### src/rtl/demux_to_mux_2_pkg.sv
// Shared constants and helpers for the two-lane split/merge stream block.

package demux_to_mux_2_pkg;

   localparam int unsigned LANES = 2;

   // Width of a counter that must represent 0..max_out inclusive.
   function automatic int unsigned cnt_w(input int unsigned max_out);
      return $clog2(max_out + 1);
   endfunction

endpackage

### src/rtl/demux_to_mux_2_pipe_reg_1.sv
// One-entry valid/ready register slice: load wins, otherwise hold until the consumer takes it.

module demux_to_mux_2_pipe_reg_1
   import demux_to_mux_2_pkg::*;
#(
   parameter int unsigned WIDTH = 32
) (
   input  logic             i_clock,
   input  logic             i_reset,
   input  logic             i_load,
   input  logic [WIDTH-1:0] i_data,
   input  logic             i_ready,
   output logic             o_valid,
   output logic [WIDTH-1:0] o_data
);

   logic             r_valid;
   logic [WIDTH-1:0] r_data;

   always_ff @(posedge i_clock) begin
      if (i_reset) begin
         r_valid <= 1'b0;
         r_data  <= '0;
      end else if (i_load) begin
         r_valid <= 1'b1;
         r_data  <= i_data;
      end else if (r_valid && i_ready) begin
         r_valid <= 1'b0;
      end
   end

   assign o_valid = r_valid;
   assign o_data  = r_data;

endmodule

### src/rtl/demux_to_mux_2.sv
// Alternates an input stream over two external lanes and re-merges the results in order,
// using matched 1-bit dispatch/merge pointers and an in-flight credit counter.

module demux_to_mux_2
   import demux_to_mux_2_pkg::*;
#(
   parameter int unsigned WIDTH   = 32,
   parameter int unsigned MAX_OUT = 4
) (
   input  logic                         clock,
   input  logic                         reset,
   input  logic [WIDTH-1:0]             in_data,
   input  logic                         in_valid,
   output logic                         in_ready,
   output logic [LANES-1:0][WIDTH-1:0]  lane_req_data,
   output logic [LANES-1:0]             lane_req_valid,
   input  logic [LANES-1:0]             lane_req_ready,
   input  logic [LANES-1:0][WIDTH-1:0]  lane_rsp_data,
   input  logic [LANES-1:0]             lane_rsp_valid,
   output logic [LANES-1:0]             lane_rsp_ready,
   output logic [WIDTH-1:0]             out_data,
   output logic                         out_valid,
   input  logic                         out_ready,
   output logic [cnt_w(MAX_OUT)-1:0]    inflight
);

   localparam int unsigned      CntW   = cnt_w(MAX_OUT);
   localparam logic [CntW-1:0]  MaxCnt = CntW'(MAX_OUT);
   localparam logic [CntW-1:0]  OneCnt = CntW'(1);

   logic             r_wr_sel;
   logic             r_rd_sel;
   logic [CntW-1:0]  r_inflight;

   logic             w_in_ready;
   logic             w_in_fire;
   logic [LANES-1:0] w_req_load;
   logic             w_out_free;
   logic             w_rsp_fire;
   logic [WIDTH-1:0] w_rsp_data;
   logic             w_out_fire;

   always_comb begin
      // Registered count only: a same-cycle output transfer does not free a slot.
      w_in_ready = (r_inflight < MaxCnt) &&
                   (!lane_req_valid[r_wr_sel] || lane_req_ready[r_wr_sel]);
      w_in_fire  = in_valid && w_in_ready;

      w_req_load             = '0;
      w_req_load[r_wr_sel]   = w_in_fire;

      w_out_free             = !out_valid || out_ready;
      lane_rsp_ready         = '0;
      lane_rsp_ready[r_rd_sel] = w_out_free;
      w_rsp_fire             = lane_rsp_valid[r_rd_sel] && w_out_free;
      w_rsp_data             = lane_rsp_data[r_rd_sel];

      w_out_fire             = out_valid && out_ready;
   end

   assign in_ready = w_in_ready;
   assign inflight = r_inflight;

   for (genvar l = 0; l < LANES; l++) begin : g_lane_req
      demux_to_mux_2_pipe_reg_1 #(
         .WIDTH (WIDTH)
      ) u_req_reg (
         .i_clock (clock),
         .i_reset (reset),
         .i_load  (w_req_load[l]),
         .i_data  (in_data),
         .i_ready (lane_req_ready[l]),
         .o_valid (lane_req_valid[l]),
         .o_data  (lane_req_data[l])
      );
   end

   demux_to_mux_2_pipe_reg_1 #(
      .WIDTH (WIDTH)
   ) u_out_reg (
      .i_clock (clock),
      .i_reset (reset),
      .i_load  (w_rsp_fire),
      .i_data  (w_rsp_data),
      .i_ready (out_ready),
      .o_valid (out_valid),
      .o_data  (out_data)
   );

   always_ff @(posedge clock) begin
      if (reset) begin
         r_wr_sel   <= 1'b0;
         r_rd_sel   <= 1'b0;
         r_inflight <= '0;
      end else begin
         if (w_in_fire) begin
            r_wr_sel <= ~r_wr_sel;
         end
         if (w_rsp_fire) begin
            r_rd_sel <= ~r_rd_sel;
         end
         if (w_in_fire && !w_out_fire) begin
            r_inflight <= r_inflight + OneCnt;
         end else if (!w_in_fire && w_out_fire) begin
            r_inflight <= r_inflight - OneCnt;
         end
      end
   end

endmodule

### config.mk
export PLATFORM = sky130hd
export DESIGN_NAME = demux_to_mux_2
export DESIGN_NICKNAME = d
export VERILOG_FILES = /design/src/rtl/demux_to_mux_2_pkg.sv /design/src/rtl/demux_to_mux_2_pipe_reg_1.sv /design/src/rtl/demux_to_mux_2.sv
export SDC_FILE = /design/constraint.sdc
export NUM_CORES = 1
export LEC_CHECK = 0
export ABC_AREA = 0
export BUFFER_PORTS_ARGS = -buffer_cell sky130_fd_sc_hd__buf_4
export CORE_ASPECT_RATIO = 1.1
export CORE_MARGIN = 2
export CORE_UTILIZATION = 51
export CTS_BUF_LIST = sky130_fd_sc_hd__clkbuf_2 sky130_fd_sc_hd__clkbuf_4 sky130_fd_sc_hd__clkbuf_8
export DETAILED_ROUTE_END_ITERATION = 16
export PLACE_DENSITY = 0.87
export SYNTH_ARGS = -nofsm -noshare
export SYNTH_HDL_FRONTEND = slang
export SYNTH_HIERARCHICAL = 1
export SYNTH_SLANG_ARGS = --single-unit
### constraint.sdc
create_clock -name clock -period 4.8 [get_ports clock]
set_input_delay 1.44 -clock clock [delete_from_list [all_inputs] [get_ports clock]]
set_output_delay 1.44 -clock clock [all_outputs]
set_load 0.01 [all_outputs]
==> reports/qor.csv <==
stage,metric,value,unit
cts,clk buf depth,2,
die,DIE WIDTH,91.7,um
drt,WL/cell,14.9,um
layout,Nets,693,
setup_path,critical path type,input port to primary output,
cts,CTS root buf,clkbuf_8,
placed_design,routability cong.,0.759,
synthesis,simple-gate portion of the synthesized area,10.9,%
synthesis,Syn. warnings,6,
setup_path,Setup crit end,lane_rsp_ready[1],
timing,FMAX,285,MHz
global_routing,first-pass GRT wire length,16.1,mm
setup_path,cell repeated most along the worst path,buf_4,
setup_path,Critical R2R Capture,inflight[2],
timing,min Tclk post-route,3.51,ns
layout,Filler Cell Count,599,
placed_design,post-placement worst setup slack,1.30,ns
synthesis,Post-Synth XOR/XNOR Area,0.406,%
drt,TritonRoute pass-1 iters,4,
timing,Post-Route Skew,0.0143,ns
synthesis,Synth top area share,48.2,%
global_routing,GRT Util Overall,21.8,%
layout,footprint of the multi-input gates,1930,um^2
drt,antenna-violating nets left,0,
drt,final WL,10.5,mm
drt,vias,3429,
die,core outline area,8320,um^2
global_routing,grt total ovfl,0,
synthesis,Syn Inst Count,393,
timing,RSZ-0062 raised after global routing,false,
setup_path,worst reg-to-reg setup slack,2.48,ns
layout,Antenna diodes,0,
die,io pins,209,
die,Die Ht,101,um
timing,worst setup margin,1.29,ns
power,"IR drop worst, VDD",0.301,mV
global_routing,antenna violations before repair,0,
setup_path,start point of the critical path,out_ready,
synthesis,syn_nets,499,
synthesis,adder-cell share of the synthesized area,0.753,%
cts,Clock transition at path regs,0.09,ns
timing,Worst-Margin Slew,1.23,ns
timing,relative slew slack,17.7,%
synthesis,Post-Syn Area per Cell,11.0,um^2
setup_path,Worst Path Required,3.36,ns
cts,CTS tree,done,
run,Max-Cap Viols,0,
synthesis,largest family of logic cells by synthesized area,multiplexers,
setup_path,critical path endpoint category,primary output,
cts,clock buffer count from CTS,9,
synthesis,cell taking the most area after synthesis,dfxtp_1,
setup_path,CP Launch Type,input port,
synthesis,synth unique cells,27,
power,Leakage,2.77,nW
drt,initial drt markers,79,
synthesis,"flops & latches, synth",104,
die,die area,9220,um^2
cts,PostCTS Resize Cnt,0,
layout,share of cells above drive strength 1,44.3,%
setup_path,worst-path fanout max,3,
layout,register area,2080,um^2
synthesis,share of the yosys chip area belonging to registers,48.2,%
global_routing,largest net degree at the start of global routing,105,
status,status,finished clean,
die,initial core utilization,51.9,%
cts,clk_lat worst skew,0.36,ns
power,Power Density,393,nW/um^2
setup_path,CP arrival,2.07,ns
global_routing,vias in the first global route,3326,
synthesis,post-synthesis cell area,4320,um^2
setup_path,worst path cell trace,buf_4 > nand2b_1 > and2_1 > buf_4,
placed_design,IO buf count,208,
cts,Post-CTS Hold Fix Bufs,0,
timing,Final setup viols,0,
worst_hold_path,Hold/Removal Path Class,flop to flop,
synthesis,post-synthesis mux area share,30.8,%
cts,Clock Sinks,104,
cts,"Setup Fix Bufs, Post-CTS",0,
timing,fin crit share,73.0,%
setup_path,Crit Reg-Reg Startpoint,r_wr_sel,
setup_path,highest cell delay on the worst timing path,0.20,ns
setup_path,R2R depth,9,
worst_hold_path,Min-Delay Startpoint,g_lane_req[1].u_req_reg/o_valid,
setup_path,Worst path slowest cell,and2_1,
timing,Final Hold Vio Count,0,
placed_design,hpwl dp,7.70,mm
timing,Hold WS,0.502,ns
timing,setup TNS,0,ns
cts,CTS HTree Levels,3,
timing,fin. max-slew vios,0,
layout,area grow syn2layout,37.9,%
synthesis,top post-synthesis cells by area,"dfxtp_1 48%, mux2i_1 22%, nor2_1 8.5%",
drt,Vias per Instance,4.88,
die,site row count,35,
drt,DR DRC count,0,
synthesis,complex-gate fraction of the synthesized area,1.39,%
[through the flow]
stage	cell area (um^2)	instances	total power, mW	utilization (%)
after global routing	5960	703	2.47	71.6
after floorplan	4320	393	1.54	-
final	5960	703	2.34	71.6
after detailed placement	5750	687	1.80	69.1
after CTS	5960	703	2.36	71.6
after global placement	5750	687	1.78	69.1
[state kept, by name (all words and copies together), names as in the netlist]
name,flops
g_lane_req.u_req_reg/o_data,64
u_out_reg/o_data,32
inflight,3
g_lane_req.u_req_reg/o_valid,2
r_rd_sel,1
r_wr_sel,1
u_out_reg/o_valid,1
[where the power goes]
part | total (mW) | internal (mW) | switching [mW]
logic | 0.727 | 0.393 | 0.334
clock network | 0.564 | 0.256 | 0.308
registers | 1.05 | 0.974 | 0.0783
[cells by family after synthesis]
group | Yosys count
buf+inv | 33
flops | 104
simple gates | 113
compound gates | 10
fa+ha+maj | 2
xor+xnor | 2
mux | 129
[routing by layer]
metal / share of wire [%] / up-vias / GRT usage (%)
met3: 9.5 / 17 / 7.33
li1: - / 1711 / -
met5: 0 / - / 0
met1: 40 / 1555 / 24.7
met4: 1.8 / 0 / 8.50
met2: 49 / 146 / 38.2
[synth_stat cells]
cell,count
dfxtp_1,104
nor2_1,98
mux2i_1,97
mux2_2,32
buf_12,9
buf_2,6
buf_6,6
clkbuf_1,6
a21oi_1,5
inv_1,5
nand2b_1,5
a211oi_1,2
and2_1,2
nor2b_1,2
xor2_1,2
a22o_1,1
a31oi_1,1
and4bb_2,1
buf_4,1
fa_1,1
ha_1,1
nand2_1,1
nor3_1,1
nor3b_1,1
nor4bb_1,1
o21ai_0,1
or3_1,1
[area by class of cell]
cell class              count  area share, %
clock buffers              10           2.21
clock inverters             6           1.26
inverters                   5          0.315
multi-input cells         256           32.3
flip-flops and latches    104           35.0
well taps                 111           2.33
repair buffers            211           26.6
[worst min path at each step]
| stage | endpoint | slack, ns | cells after the start |
|---|---|---|---|
| global route | g_lane_req[1].u_req_reg/o_data[1] | 0.53 | 2 |
| CTS | g_lane_req[1].u_req_reg/o_valid | 0.50 | 2 |
| detailed placement | u_out_reg/o_data[17] | 0.49 | 2 |
| global placement | g_lane_req[0].u_req_reg/o_data[27] | 0.47 | 2 |
| floorplan | g_lane_req[1].u_req_reg/o_valid | 0.50 | 2 |
| finish | g_lane_req[1].u_req_reg/o_valid | 0.50 | 2 |
[critical path: cells and delay by family]
family	cells	cell delay, ns
buffers and inverters	2	0.26
and+or+nand+nor	2	0.37
[placed cells by master, fill, tap and decap left out]
cell        count
clkinvlp_4      1
buf_4         211
and4bb_2        1
nor2_1         98
o21ai_0         1
inv_8           1
dfxtp_1       104
nor3_1          1
mux2_2         32
nand2b_1        5
xor2_1          2
a211oi_1        2
or3_1           1
clkbuf_4        1
nand2_1         1
ha_1            1
a22o_2          1
nor2b_1         2
mux2i_1        97
and2_1          2
nor3b_1         1
clkbuf_8        9
bufinv_16       1
fa_1            1
nor4bb_4        1
a21oi_1         5
inv_1           5
inv_6           2
a31oi_1         1
clkinv_4        1
No activity file was read; power rests on OpenSTA's default activity.
